===== src/rtl/y1_pkg.sv =====
// Shared definitions for the y1 detector front end: word geometry, bit
// ordering default and output buffer depth. The detector stage imports
// this package too, so both sides agree on the word type.
package y1_pkg;

    localparam int Y1_WORD_W    = 16;
    localparam bit Y1_LSB_FIRST = 1'b1;
    localparam int Y1_DEPTH     = 2;

    typedef logic [Y1_WORD_W-1:0] y1_word_t;

endpackage


===== src/rtl/y1_word_fifo2.sv =====
// Two-entry word FIFO between the deserializer and the pattern detector.
// A push and a pop in the same cycle are both honoured, even when full,
// because the pop frees the slot the push lands in.
module y1_word_fifo2 #(
    parameter int WORD_W = 16,
    parameter int DEPTH  = 2
) (
    input  logic              clk,
    input  logic              rst_n,
    input  logic              push,
    input  logic [WORD_W-1:0] push_data,
    input  logic              pop,
    output logic [WORD_W-1:0] pop_data,
    output logic              full,
    output logic              empty
);
    import y1_pkg::*;

    localparam logic [1:0] FULL_CNT = 2'(DEPTH);

    logic [WORD_W-1:0] mem_q [2];
    logic [WORD_W-1:0] mem_d [2];
    logic              wr_ptr_q, wr_ptr_d;
    logic              rd_ptr_q, rd_ptr_d;
    logic [1:0]        count_q, count_d;
    logic              do_push, do_pop;

    assign full     = (count_q == FULL_CNT);
    assign empty    = (count_q == 2'd0);
    assign pop_data = mem_q[rd_ptr_q];
    assign do_pop   = pop && !empty;
    assign do_push  = push && (!full || do_pop);

    // Next-state for storage, pointers and occupancy.
    always_comb begin
        // NOTE: every output of this block gets a default first, so no path leaves one unassigned and no latch is inferred.
        mem_d    = mem_q;
        wr_ptr_d = wr_ptr_q;
        rd_ptr_d = rd_ptr_q;
        count_d  = count_q;
        if (do_push) begin
            mem_d[wr_ptr_q] = push_data;
            wr_ptr_d        = ~wr_ptr_q;
        end
        if (do_pop) begin
            rd_ptr_d = ~rd_ptr_q;
        end
        count_d = count_q + {1'b0, do_push} - {1'b0, do_pop};
    end

    // State registers.
    always_ff @(posedge clk or negedge rst_n) begin
        if (!rst_n) begin
            // NOTE: the two entries are reset on purpose, because word_data must read zero out of reset.
            mem_q[0] <= '0;
            mem_q[1] <= '0;
            wr_ptr_q <= 1'b0;
            rd_ptr_q <= 1'b0;
            count_q  <= 2'd0;
        end else begin
            // NOTE: non-blocking assignments here keep every flop sampling pre-edge values.
            mem_q[0] <= mem_d[0];
            mem_q[1] <= mem_d[1];
            wr_ptr_q <= wr_ptr_d;
            rd_ptr_q <= rd_ptr_d;
            count_q  <= count_d;
        end
    end

endmodule


===== src/rtl/y1_word_deserializer.sv =====
// Serial-to-parallel front end for the y1 16-input pattern detector.
// Bits are shifted into a word register, and each completed word is pushed
// into a 2-entry FIFO whose head drives word_data. A sin_sof arriving
// mid-word throws away the partial word and restarts assembly.
module y1_word_deserializer #(
    parameter int WORD_W    = y1_pkg::Y1_WORD_W,
    parameter bit LSB_FIRST = y1_pkg::Y1_LSB_FIRST,
    parameter int DEPTH     = y1_pkg::Y1_DEPTH
) (
    input  logic              clk,
    input  logic              rst_n,
    input  logic              sin_valid,
    input  logic              sin_bit,
    input  logic              sin_sof,
    output logic              sin_ready,
    output logic              word_valid,
    input  logic              word_ready,
    output logic [WORD_W-1:0] word_data,
    output logic              sof_abort,
    output logic [15:0]       word_cnt
);
    import y1_pkg::*;

    localparam int                 IDX_W     = $clog2(WORD_W);
    localparam logic [IDX_W-1:0]   LAST_IDX  = IDX_W'(WORD_W - 1);
    localparam int                 FIRST_POS = LSB_FIRST ? 0 : WORD_W - 1;

    logic [WORD_W-1:0] sreg_q, sreg_d;
    logic [IDX_W-1:0]  bit_idx_q, bit_idx_d;
    logic              sof_abort_q, sof_abort_d;
    logic [15:0]       word_cnt_q, word_cnt_d;
    logic              ready_en_q;

    logic              accept;
    logic              pop;
    logic              push;
    logic [WORD_W-1:0] push_word;
    logic [IDX_W-1:0]  pos;
    logic              fifo_full;
    logic              fifo_empty;

    // A completing bit needs a free FIFO slot; bits before it can always be taken.
    assign sin_ready  = ready_en_q && !(fifo_full && (bit_idx_q == LAST_IDX));
    assign accept     = sin_valid && sin_ready;
    assign word_valid = !fifo_empty;
    assign pop        = word_valid && word_ready;
    assign pos        = LSB_FIRST ? bit_idx_q : (LAST_IDX - bit_idx_q);
    assign sof_abort  = sof_abort_q;
    assign word_cnt   = word_cnt_q;

    // Bit placement, word completion and start-of-word restart.
    always_comb begin
        sreg_d      = sreg_q;
        bit_idx_d   = bit_idx_q;
        sof_abort_d = 1'b0;
        push        = 1'b0;
        push_word   = sreg_q;
        if (accept) begin
            if (sin_sof && (bit_idx_q != '0)) begin
                sreg_d            = '0;
                sreg_d[FIRST_POS] = sin_bit;
                bit_idx_d         = IDX_W'(1);
                sof_abort_d       = 1'b1;
            end else begin
                push_word[pos] = sin_bit;
                if (bit_idx_q == LAST_IDX) begin
                    push      = 1'b1;
                    sreg_d    = '0;
                    bit_idx_d = '0;
                end else begin
                    sreg_d    = push_word;
                    bit_idx_d = bit_idx_q + IDX_W'(1);
                end
            end
        end
    end

    // Delivered-word counter, wrapping naturally at 16 bits.
    always_comb begin
        word_cnt_d = word_cnt_q + {15'd0, pop};
    end

    // State registers; ready_en_q holds sin_ready low until the first edge after reset.
    always_ff @(posedge clk or negedge rst_n) begin
        if (!rst_n) begin
            sreg_q      <= '0;
            bit_idx_q   <= '0;
            sof_abort_q <= 1'b0;
            word_cnt_q  <= 16'd0;
            ready_en_q  <= 1'b0;
        end else begin
            sreg_q      <= sreg_d;
            bit_idx_q   <= bit_idx_d;
            sof_abort_q <= sof_abort_d;
            word_cnt_q  <= word_cnt_d;
            ready_en_q  <= 1'b1;
        end
    end

    y1_word_fifo2 #(
        .WORD_W (WORD_W),
        .DEPTH  (DEPTH)
    ) u_fifo (
        .clk       (clk),
        .rst_n     (rst_n),
        .push      (push),
        .push_data (push_word),
        .pop       (pop),
        .pop_data  (word_data),
        .full      (fifo_full),
        .empty     (fifo_empty)
    );

endmodule


===== config.mk =====
export PLATFORM = sky130hd
export DESIGN_NAME = y1_word_deserializer
export DESIGN_NICKNAME = d
export VERILOG_FILES = /design/src/rtl/y1_pkg.sv /design/src/rtl/y1_word_fifo2.sv /design/src/rtl/y1_word_deserializer.sv
export SDC_FILE = /design/constraint.sdc
export NUM_CORES = 1
export LEC_CHECK = 0
export BUFFER_PORTS_ARGS = -buffer_cell sky130_fd_sc_hd__buf_2
export CAP_MARGIN = 20
export CORE_MARGIN = 5
export CORE_UTILIZATION = 58
export DETAILED_ROUTE_END_ITERATION = 8
export HOLD_SLACK_MARGIN = 0.15
export MAX_ROUTING_LAYER = met4
export PLACE_DENSITY_LB_ADDON = 0.15
export SLEW_MARGIN = 40
export SYNTH_ARGS = -nofsm -noshare
export SYNTH_HDL_FRONTEND = slang
export SYNTH_SLANG_ARGS = --single-unit

===== constraint.sdc =====
create_clock -name clk -period 2.5 [get_ports clk]
set_input_delay 0.125 -clock clk [delete_from_list [all_inputs] [get_ports clk]]
set_output_delay 0.125 -clock clk [all_outputs]
set_load 0.02 [all_outputs]

==> impl_metrics.py, run 1 <==
metrics = {
    "synthesis": {
        "ys_top_cells_by_area": "dfrtp_1 (50%), mux2i_1 (9.9%), mux2_2 (6.2%), o2bb2ai_2 (4.1%), inv_1 (3.1%)",
        "synth_area_leader_cell": "dfrtp_1",
        "yosysSeqAreaShare": 0.503,
        "synth_nets": 321,
        "synth-main-ff-cell": "dfrtp_1",
        "syn_area_um2": 3630,
        "yosysWarningCount": 0,
        "synth_top_area_share": 0.503,
        "synthArstFlopShare": 1.00,
        "synth_edf_count": 0,
        "synth-seq-cells": 73,
        "synth.distinct_cells": 41,
        "postSynthCellCount": 308,
        "syn-mean-instance-area_um2": 11.8,
    },
    "clock_network": {
        "cts_tree": "built",
        "cts_sinks": 73,
        "numCtsBuffers": 9,
        "root_buffer": "clkbuf_8",
        "worstSkewPairLatency_ns": 0.34,
        "post-cts-setup-buffers": 0,
        "cts_buffer_depth": 2,
        "clk_pin_slew_ns": 0.07,
        "cts_max_level": 3,
    },
    "cells_and_area": {
        "final_cell_mix": "dfrtp_1 (73), buf_2 (40), mux2i_1 (36)",
        "final-seq-area_um2": 1830,
        "nNetsFinal": 365,
        "layout-drive-gt1-share": 0.267,
        "layout_commonest_cell": "dfrtp_1",
        "multi_input_area_um2": 1590,
        "area_delta_synth_final_pct": 12.2,
        "diodes": 0,
        "fillers": 469,
    },
    "global_route": {
        "grt_pass1_vias": 2366,
        "grt.total_usage": 0.197,
        "grt_pass1_wl_um": 11700,
        "antenna_found_initial": 0,
        "grt_max_degree": 44,
        "grt-ovfl-total": 0,
    },
    "timing": {
        "totalNegativeSetupSlack_ns": 0,
        "finalSetupViolCount": 0,
        "fmax_ghz": 0.462,
        "period_needed_ns": 2.17,
        "hold_viol_final": 0,
        "worstMarginPinSlew_ns": 0.718,
        "rsz0062_at_grt": "no",
        "maxSlewViolCount": 0,
        "max_slew_margin": 0.521,
        "fin_crit_sh": 0.866,
        "finalClockSkew_ns": 0.0101,
        "fin_ws_ns": 0.334,
    },
    "floorplanning": {
        "rows": 28,
        "pin_count": 41,
        "die-width_um": 89.2,
        "dieArea_um2": 7950,
        "initial_core_util": 0.607,
        "die_h_um": 89.2,
        "core-area_um2": 5990,
    },
    "routing": {
        "routedWlPerCell_um": 15.7,
        "antenna_left": 0,
        "routed_wl_um": 6750,
        "drc": 0,
        "vias": 2349,
        "dr.pass1.iters": 4,
        "viasPerCell": 5.45,
        "drt_iter0_drc": 95,
    },
    "placed_design": {
        "hpwlAfterDp_um": 4790,
        "port_buffers": 40,
        "gp_congestion": 0.826,
        "pre_cts_ws_ns": 0.362,
    },
    "worst_setup_path": {
        "end_kind": "flop",
        "cp.arrival_ns": 2.42,
        "path_max_fanout": 12,
        "cp.required_ns": 2.75,
        "crit_type": "flop to flop",
        "start_kind": "flop",
    },
    "pwr": {
        "peakVddDrop_mv": 0.609,
        "p_per_area_nw_per_um2": 989,
        "p_leak_nw": 2.00,
    },
    "status": {
        "outcome": "complete, no violations",
    },
    "job": {
        "drv_cap": 0,
    },
    "hold_path": {
        "min-delay-path-class": "input pin to flop",
    },
}
==> metal layers <==
layer | vias to the layer above | wire length [um] | track usage | share of wire
li1 | 1159 | - | - | -
met1 | 1132 | 3340 | 0.290 | 0.49
met5 | - | 0 | - | 0
met3 | 10 | 237 | 0.0313 | 0.035
met4 | 0 | 85 | 0.0771 | 0.013
met2 | 48 | 3100 | 0.273 | 0.46
==> Yosys cell counts, types with 2 or more instances <==
master and n:
xor2_1 11, ha_1 7, mux2_2 20, mux2i_1 36
buf_6 4, o21ai_0 12, nor3_1 5, nand3b_1 8
buf_4 2, and2_1 2, nor4_4 2, nand4_1 3
nand3_1 12, nor2_1 5, clkbuf_1 8, a32o_1 3
nor4_1 5, buf_2 3, dfrtp_1 73, a211o_1 2
nor3b_1 4, o2bb2ai_2 10, xnor2_1 8, inv_1 30
a21boi_0 2, nand2_1 16
==> critical path, cell delays in order (launching register included) <==
cell      delay (ns)
dfrtp_1         0.43
inv_1           0.11
ha_1            0.23
or3b_1          0.48
a211o_1         0.57
o221ai_1        0.26
==> worst paths after layout <==
kind | slack (ns) | cells after the start | start | end
max in group asynchronous | 1.45 | 3 | rst_n | bit_idx_q[0]
min in group asynchronous | 0.37 | 2 | rst_n | word_cnt[15]
hold reg to reg | 0.46 | 1 | word_cnt[15] | word_cnt[15]
setup reg to reg | 0.33 | 5 | bit_idx_q[0] | sreg_q[0]
hold / removal | 0.17 | 3 | sin_sof | sreg_q[0]
setup / recovery | 0.33 | 5 | bit_idx_q[0] | sreg_q[0]
==> where the power goes <==
| group | internal [mW] | switching (mW) | total, mW | leakage (nW) |
|---|---|---|---|---|
| clock | 0.379 | 0.415 | 0.794 | 0.0822 |
| sequential | 1.45 | 0.227 | 1.68 | 0.868 |
| combinational | 0.633 | 0.926 | 1.56 | 1.05 |
| total | 2.46 | 1.57 | 4.03 | 2.00 |
==> per-stage QoR <==
| step | area, um2 | utilization | hold WS (ns) | power (mW) | cells |
|---|---|---|---|---|---|
| 3_5_place_dp | 3890 | 0.650 | 0.215 | 3.27 | 414 |
| 2_1_floorplan | 3630 | - | -0.171 | 2.81 | 308 |
| 6_report | 4080 | 0.681 | 0.169 | 4.03 | 431 |
| 3_3_place_gp | 3890 | 0.650 | 0.215 | 3.22 | 414 |
| 5_1_grt | 4080 | 0.681 | 0.186 | 4.32 | 431 |
| 4_1_cts | 4080 | 0.681 | 0.153 | 4.06 | 431 |
==> cells by family (layout without fill, tap and decap cells) <==
family,after synthesis,after routing,synth area share
other,1,1,0.00103
buffers and inverters,47,95,0.0599
xor gates and xnor gates,19,19,0.0458
muxes,56,56,0.161
adders and majority gates,7,7,0.0241
and+or+nand+nor,67,67,0.111
DFF,73,73,0.503
AOI/OAI and AO/OA,38,38,0.0947
==> area by class of cell <==
class                   count  share of cell area
flip-flops and latches     73               0.448
multi-input cells         188               0.390
repair buffers             50              0.0718
clock buffers              12              0.0356
inverters                  30              0.0276
well taps                  75              0.0230
clock inverters             3             0.00430
==> state kept, by name, summed over array words and instances, names as in the netlist <==
name and cells:
u_fifo.wr_ptr_q 1, sof_abort 1, word_cnt 16, u_fifo.mem_q 32, u_fifo.rd_ptr_q 1, sreg_q 15, bit_idx_q 4, ready_en_q 1
u_fifo.count_q 2
==> repair_timing <==
| item | in CTS | in global routing |
|---|---|---|
| gates resized for setup | 0 | 0 |
| hold buffers | 2 | 0 |
| endpoints found under the hold margin | 31 | 0 |
(Power assumes the default switching activity.)
==> run 2: changes to the inputs <==
--- a/config.mk
+++ b/config.mk
@@ -8,7 +8,7 @@
 export BUFFER_PORTS_ARGS = -buffer_cell sky130_fd_sc_hd__buf_2
 export CAP_MARGIN = 20
 export CORE_MARGIN = 5
-export CORE_UTILIZATION = 58
+export CORE_UTILIZATION = 53
 export DETAILED_ROUTE_END_ITERATION = 8
 export HOLD_SLACK_MARGIN = 0.15
 export MAX_ROUTING_LAYER = met4
==> constraint.sdc (replaced) <==
create_clock -name clk -period 1.9 [get_ports clk]
set_input_delay 0.095 -clock clk [delete_from_list [all_inputs] [get_ports clk]]
set_output_delay 0.095 -clock clk [all_outputs]
set_load 0.02 [all_outputs]
==> run 2 against run 1 <==
Compared with the run above:
- die area is 8.4% higher
- combinational power is 42% higher
- sequential share of layout area is 2.6 points lower
- register-to-register slack worse by 0.26 ns
- core utilization is 3.7 points lower
- critical path depth is 2 higher
- largest power group is now combinational logic
==> impl_metrics.py, run 2 (synthesis gave the netlist of run 1 again) <==
metrics = {
    "global_route": {
        "grt_max_degree": 74,
        "grt_pass1_wl_um": 12000,
        "antenna_found_initial": 0,
        "grt-ovfl-total": 0,
        "grt.total_usage": 0.179,
        "grt_pass1_vias": 2500,
    },
    "routing": {
        "antenna_left": 0,
        "drt_iter0_drc": 109,
        "vias": 2450,
        "dr.pass1.iters": 4,
        "routed_wl_um": 6890,
        "drc": 0,
        "viasPerCell": 5.41,
        "routedWlPerCell_um": 15.2,
    },
    "placed_design": {
        "port_buffers": 40,
        "hpwlAfterDp_um": 4610,
        "place_area_um2": 4010,
        "pre_cts_ws_ns": 0.0228,
        "gp_congestion": 0.840,
    },
    "cells_and_area": {
        "layout_commonest_cell": "dfrtp_1",
        "area_delta_synth_final_pct": 19.1,
        "layout-drive-gt1-share": 0.314,
        "nNetsFinal": 381,
        "stdcell_area_um2": 4330,
        "final_cell_mix": "dfrtp_1 (73), buf_2 (40), mux2i_1 (36)",
        "diodes": 0,
        "largest-register": "u_fifo.mem_q",
        "utilization": 0.644,
        "largest_reg_flops": 32,
    },
    "worst_setup_path": {
        "worstRegToRegCells": 7,
        "cp.required_ns": 2.12,
        "end_kind": "flop",
        "cp.arrival_ns": 2.04,
        "cp_common_cell": "ha_1",
        "crit_end": "word_cnt[10]",
        "crit_type": "flop to flop",
        "worstReg2RegStart": "u_fifo.count_q[0]",
        "startpoint": "u_fifo.count_q[0]",
        "start_kind": "flop",
        "regToRegEndpoint": "word_cnt[10]",
        "r2r_setup_slack_ns": 0.08,
        "cpMaxStageDelayCell": "dfrtp_1",
        "crit_chain": "or2_2, and2_1, ha_1, ha_1, nand3_4, nor3_1, xor2_1",
        "slowest_delay_ns": 0.40,
        "path_max_fanout": 6,
    },
    "timing": {
        "fin_ws_ns": 0.0789,
        "totalNegativeSetupSlack_ns": 0,
        "fin_hold_ws_ns": 0.207,
        "hold_viol_final": 0,
        "period_needed_ns": 1.82,
        "maxSlewViolCount": 0,
        "fin_crit_sh": 0.958,
        "finalSetupViolCount": 0,
        "fmax_ghz": 0.549,
        "rsz0062_at_grt": "yes",
        "finalClockSkew_ns": 0.0124,
    },
    "status": {
        "outcome": "complete, no violations",
    },
    "clock_network": {
        "numCtsBuffers": 9,
        "cts_sinks": 73,
        "clk_pin_slew_ns": 0.08,
        "cts_tree": "built",
        "worstSkewPairLatency_ns": 0.34,
        "cts_buffer_depth": 2,
        "root_buffer": "clkbuf_8",
        "cts_max_level": 3,
    },
    "floorplanning": {
        "core-area_um2": 6720,
        "die-width_um": 92.8,
        "die_h_um": 92.8,
        "rows": 30,
        "initial_core_util": 0.541,
        "pin_count": 41,
        "dieArea_um2": 8610,
    },
    "job": {
        "drv_cap": 0,
    },
    "pwr": {
        "p_per_area_nw_per_um2": 1330,
        "p_leak_nw": 2.12,
        "peakVddDrop_mv": 0.541,
    },
    "hold_path": {
        "min-delay-path-class": "input pin to flop",
    },
}
## run 2: layer usage
layer / part of all wire / GRT usage
met1: 0.48 / 0.235
met2: 0.48 / 0.275
met3: 0.032 / 0.0439
met4: 0.010 / 0.0586
met5: 0 / -
## run 2: area by class of cell
| class | instances | area (um2) |
|---|---|---|
| clock buffer | 14 | 163 |
| clock inverter | 2 | 60.1 |
| fill | 545 | 2390 |
| inverter | 30 | 113 |
| multi-input combinational | 188 | 1640 |
| sequential | 73 | 1830 |
| tap | 80 | 100 |
| timing repair buffer | 66 | 428 |
## run 2: worst min path at each step
| stage | startpoint | end | slack (ns) | depth (start not counted) |
|---|---|---|---|---|
| 2_1_floorplan | rst_n | bit_idx_q[0] | -0.20 | 0 |
| 5_1_grt | sin_valid | bit_idx_q[2] | 0.27 | 4 |
| 3_3_place_gp | rst_n | word_cnt[13] | 0.16 | 2 |
| 3_5_place_dp | rst_n | word_cnt[13] | 0.16 | 2 |
| 6_report | sin_valid | sreg_q[0] | 0.21 | 4 |
| 4_1_cts | sin_valid | sreg_q[0] | 0.19 | 4 |
## run 2: per-stage QoR
stage               power [mW]  instances
floorplan                 3.70        308
global placement          4.33        432
detailed placement        4.37        432
CTS                       5.76        451
global route              6.16        453
finish                    5.76        453
## run 2: power by group
| group | total [mW] | internal, mW | switching (mW) |
|---|---|---|---|
| sequential | 2.19 | 1.91 | 0.281 |
| clock | 1.36 | 0.814 | 0.546 |
| combinational | 2.21 | 0.934 | 1.28 |
| total | 5.76 | 3.66 | 2.10 |
## run 2: repair_timing
item	4_1_cts	5_1_grt
hold buffers	3	0
hold endpoints to repair	77	0
pin swaps	0	2
endpoints found under the setup margin	2	34
resized for setup	1	9
setup buffers	0	2
## run 2: critical path: cells and delay by family, from the launching register on
kind | cells | cell delay [ns]
AND/OR/NAND/NOR | 4 | 0.69
adder cells (fa/ha/maj) | 2 | 0.45
flip-flops | 1 | 0.40
XOR/XNOR | 1 | 0.16
==> run 3: changes to the inputs <==
--- a/config.mk
+++ b/config.mk
@@ -5,15 +5,15 @@
 export SDC_FILE = /design/constraint.sdc
 export NUM_CORES = 1
 export LEC_CHECK = 0
-export BUFFER_PORTS_ARGS = -buffer_cell sky130_fd_sc_hd__buf_2
+export BUFFER_PORTS_ARGS = -buffer_cell sky130_fd_sc_hd__clkbuf_2
 export CAP_MARGIN = 20
 export CORE_MARGIN = 5
 export CORE_UTILIZATION = 53
 export DETAILED_ROUTE_END_ITERATION = 8
 export HOLD_SLACK_MARGIN = 0.15
 export MAX_ROUTING_LAYER = met4
-export PLACE_DENSITY_LB_ADDON = 0.15
-export SLEW_MARGIN = 40
+export PLACE_DENSITY = 0.83
+export SLEW_MARGIN = 5
 export SYNTH_ARGS = -nofsm -noshare
 export SYNTH_HDL_FRONTEND = slang
 export SYNTH_SLANG_ARGS = --single-unit
==> run 3 against run 2 <==
Compared with the run above:
- cell area fell by 1.2%
- hold slack worse by 0.011 ns
- die area unchanged
- largest power group is now registers
- register-to-register slack barely moved
- highest routed layer unchanged
- critical endpoint is now sreg_q[8]
- first-iteration DRC count increased by 15%
- clock power down 7%
- sequential share of layout area rose by 0.52 points
- clock skew down 0.0047 ns
- critical path depth fell by 1
==> impl_metrics.py, run 3 (synthesis gave the netlist of run 1 again) <==
metrics = {
    "status": {
        "outcome": "complete, no violations",
    },
    "floorplanning": {
        "rows": 30,
        "die_h_um": 92.8,
        "dieArea_um2": 8610,
        "initial_core_util": 0.541,
        "die-width_um": 92.8,
        "pin_count": 41,
        "core-area_um2": 6720,
    },
    "cells_and_area": {
        "area_delta_synth_final_pct": 17.6,
        "fillers": 526,
        "final_cell_mix": "dfrtp_1 (73), clkbuf_2 (39), mux2i_1 (36)",
        "nNetsFinal": 375,
        "diodes": 0,
        "largest-register": "u_fifo.mem_q",
        "largest_reg_flops": 32,
        "layout_commonest_cell": "dfrtp_1",
        "layout-drive-gt1-share": 0.300,
    },
    "global_route": {
        "grt.total_usage": 0.193,
        "grt-ovfl-total": 0,
        "grt_pass1_vias": 2587,
        "grt_pass1_wl_um": 12700,
        "grt_max_degree": 30,
        "antenna_found_initial": 0,
    },
    "timing": {
        "period_needed_ns": 1.81,
        "hold_viol_final": 0,
        "maxSlewViolCount": 0,
        "max_slew_margin": 0.648,
        "finalSetupViolCount": 0,
        "fmax_ghz": 0.551,
        "finalClockSkew_ns": 0.00765,
        "fin_hold_ws_ns": 0.196,
        "worstMarginPinSlew_ns": 0.528,
        "fin_crit_sh": 0.955,
    },
    "routing": {
        "vias": 2447,
        "routed_wl_um": 7240,
        "drc": 0,
        "viasPerCell": 5.47,
        "routedWlPerCell_um": 16.2,
        "dr.pass1.iters": 4,
        "drt_iter0_drc": 125,
        "antenna_left": 0,
    },
    "worst_setup_path": {
        "startpoint": "bit_idx_q[1]",
        "crit_type": "flop to flop",
        "worstReg2RegStart": "bit_idx_q[1]",
        "start_kind": "flop",
        "path_max_fanout": 11,
        "cp.arrival_ns": 2.09,
        "end_kind": "flop",
        "cp.required_ns": 2.17,
    },
    "placed_design": {
        "hpwlAfterDp_um": 5010,
        "port_buffers": 40,
        "gp_congestion": 0.825,
    },
    "clock_network": {
        "numCtsBuffers": 9,
        "cts_buffer_depth": 2,
        "root_buffer": "clkbuf_8",
        "cts_sinks": 73,
        "cts_max_level": 3,
        "worstSkewPairLatency_ns": 0.35,
        "cts_tree": "built",
        "clk_pin_slew_ns": 0.07,
    },
    "hold_path": {
        "min-delay-path-class": "input pin to flop",
        "holdCritStartpoint": "sin_valid",
    },
    "pwr": {
        "p_leak_nw": 2.09,
        "total_power_mw": 5.66,
        "p_per_area_nw_per_um2": 1330,
        "peakVddDrop_mv": 0.667,
    },
    "job": {
        "drv_cap": 0,
    },
}
[run 3: cell count changes in the layout (fill, tap and decap cells not counted), moves of 2 or more]
cell	delta
buf_2	-39
clkbuf_2	+39
buf_12	+2
buf_4	-8
nor4_2	-3
nor4_1	+3
[run 3: routing by layer]
| metal | up-vias | share of wire | global-route usage |
|---|---|---|---|
| met5 | - | 0 | - |
| met1 | 1208 | 0.44 | 0.238 |
| met4 | 0 | 0.0087 | 0.0549 |
| li1 | 1177 | - | - |
| met2 | 58 | 0.50 | 0.308 |
| met3 | 4 | 0.049 | 0.0593 |
[run 3: report_power, final]
group | switching, mW | leakage [nW] | internal, mW
Combinational | 1.25 | 1.11 | 0.902
Clock | 0.549 | 0.107 | 0.714
Sequential | 0.336 | 0.868 | 1.91
Total | 2.14 | 2.09 | 3.53
[run 3: repair_timing]
action	in CTS	in global routing
endpoints found under the setup margin	12	26
resized for setup	3	5
endpoints found under the hold margin	63	0
hold buffers	3	0
gates cloned	0	0
setup buffers	0	1
pin swaps	0	1
[run 3: layout make-up]
class | instances | area (um2) | share of cell area
timing repair buffer | 60 | 408 | 0.0954
clock inverter | 2 | 35.0 | 0.00820
inverter | 30 | 113 | 0.0263
multi-input combinational | 188 | 1620 | 0.379
clock buffer | 14 | 173 | 0.0404
sequential | 73 | 1830 | 0.427
tap | 80 | 100 | 0.0234
[run 3: critical path: stages, from the launching register on]
cell and delay (ns):
dfrtp_1 0.39, inv_1 0.10, ha_1 0.19, or3b_4 0.42, a211o_1 0.33, buf_12 0.17, o2bb2ai_1 0.13
[run 3: final timing paths]
check | endpoint | slack [ns] | cells past startpoint
setup reg to reg | sreg_q[8] | 0.09 | 6
min in group asynchronous | word_cnt[9] | 0.25 | 2
hold / removal | sreg_q[0] | 0.20 | 4
max in group asynchronous | u_fifo.mem_q[31] | 1.06 | 3
hold reg to reg | word_cnt[15] | 0.47 | 1
setup / recovery | sreg_q[8] | 0.09 | 6
[run 3: stage by stage]
step           setup slack, ns   util  instances  setup TNS, ns  cell area, um2
4_1_cts                 0.0134  0.632        446              0            4250
6_report                0.0853  0.636        447              0            4270
3_5_place_dp           -0.0241  0.595        427        -0.0366            4000
2_1_floorplan           0.0293      -        308              0            3630
3_3_place_gp            0.0614  0.595        427              0            4000
5_1_grt               -0.00246  0.636        447       -0.00246            4270
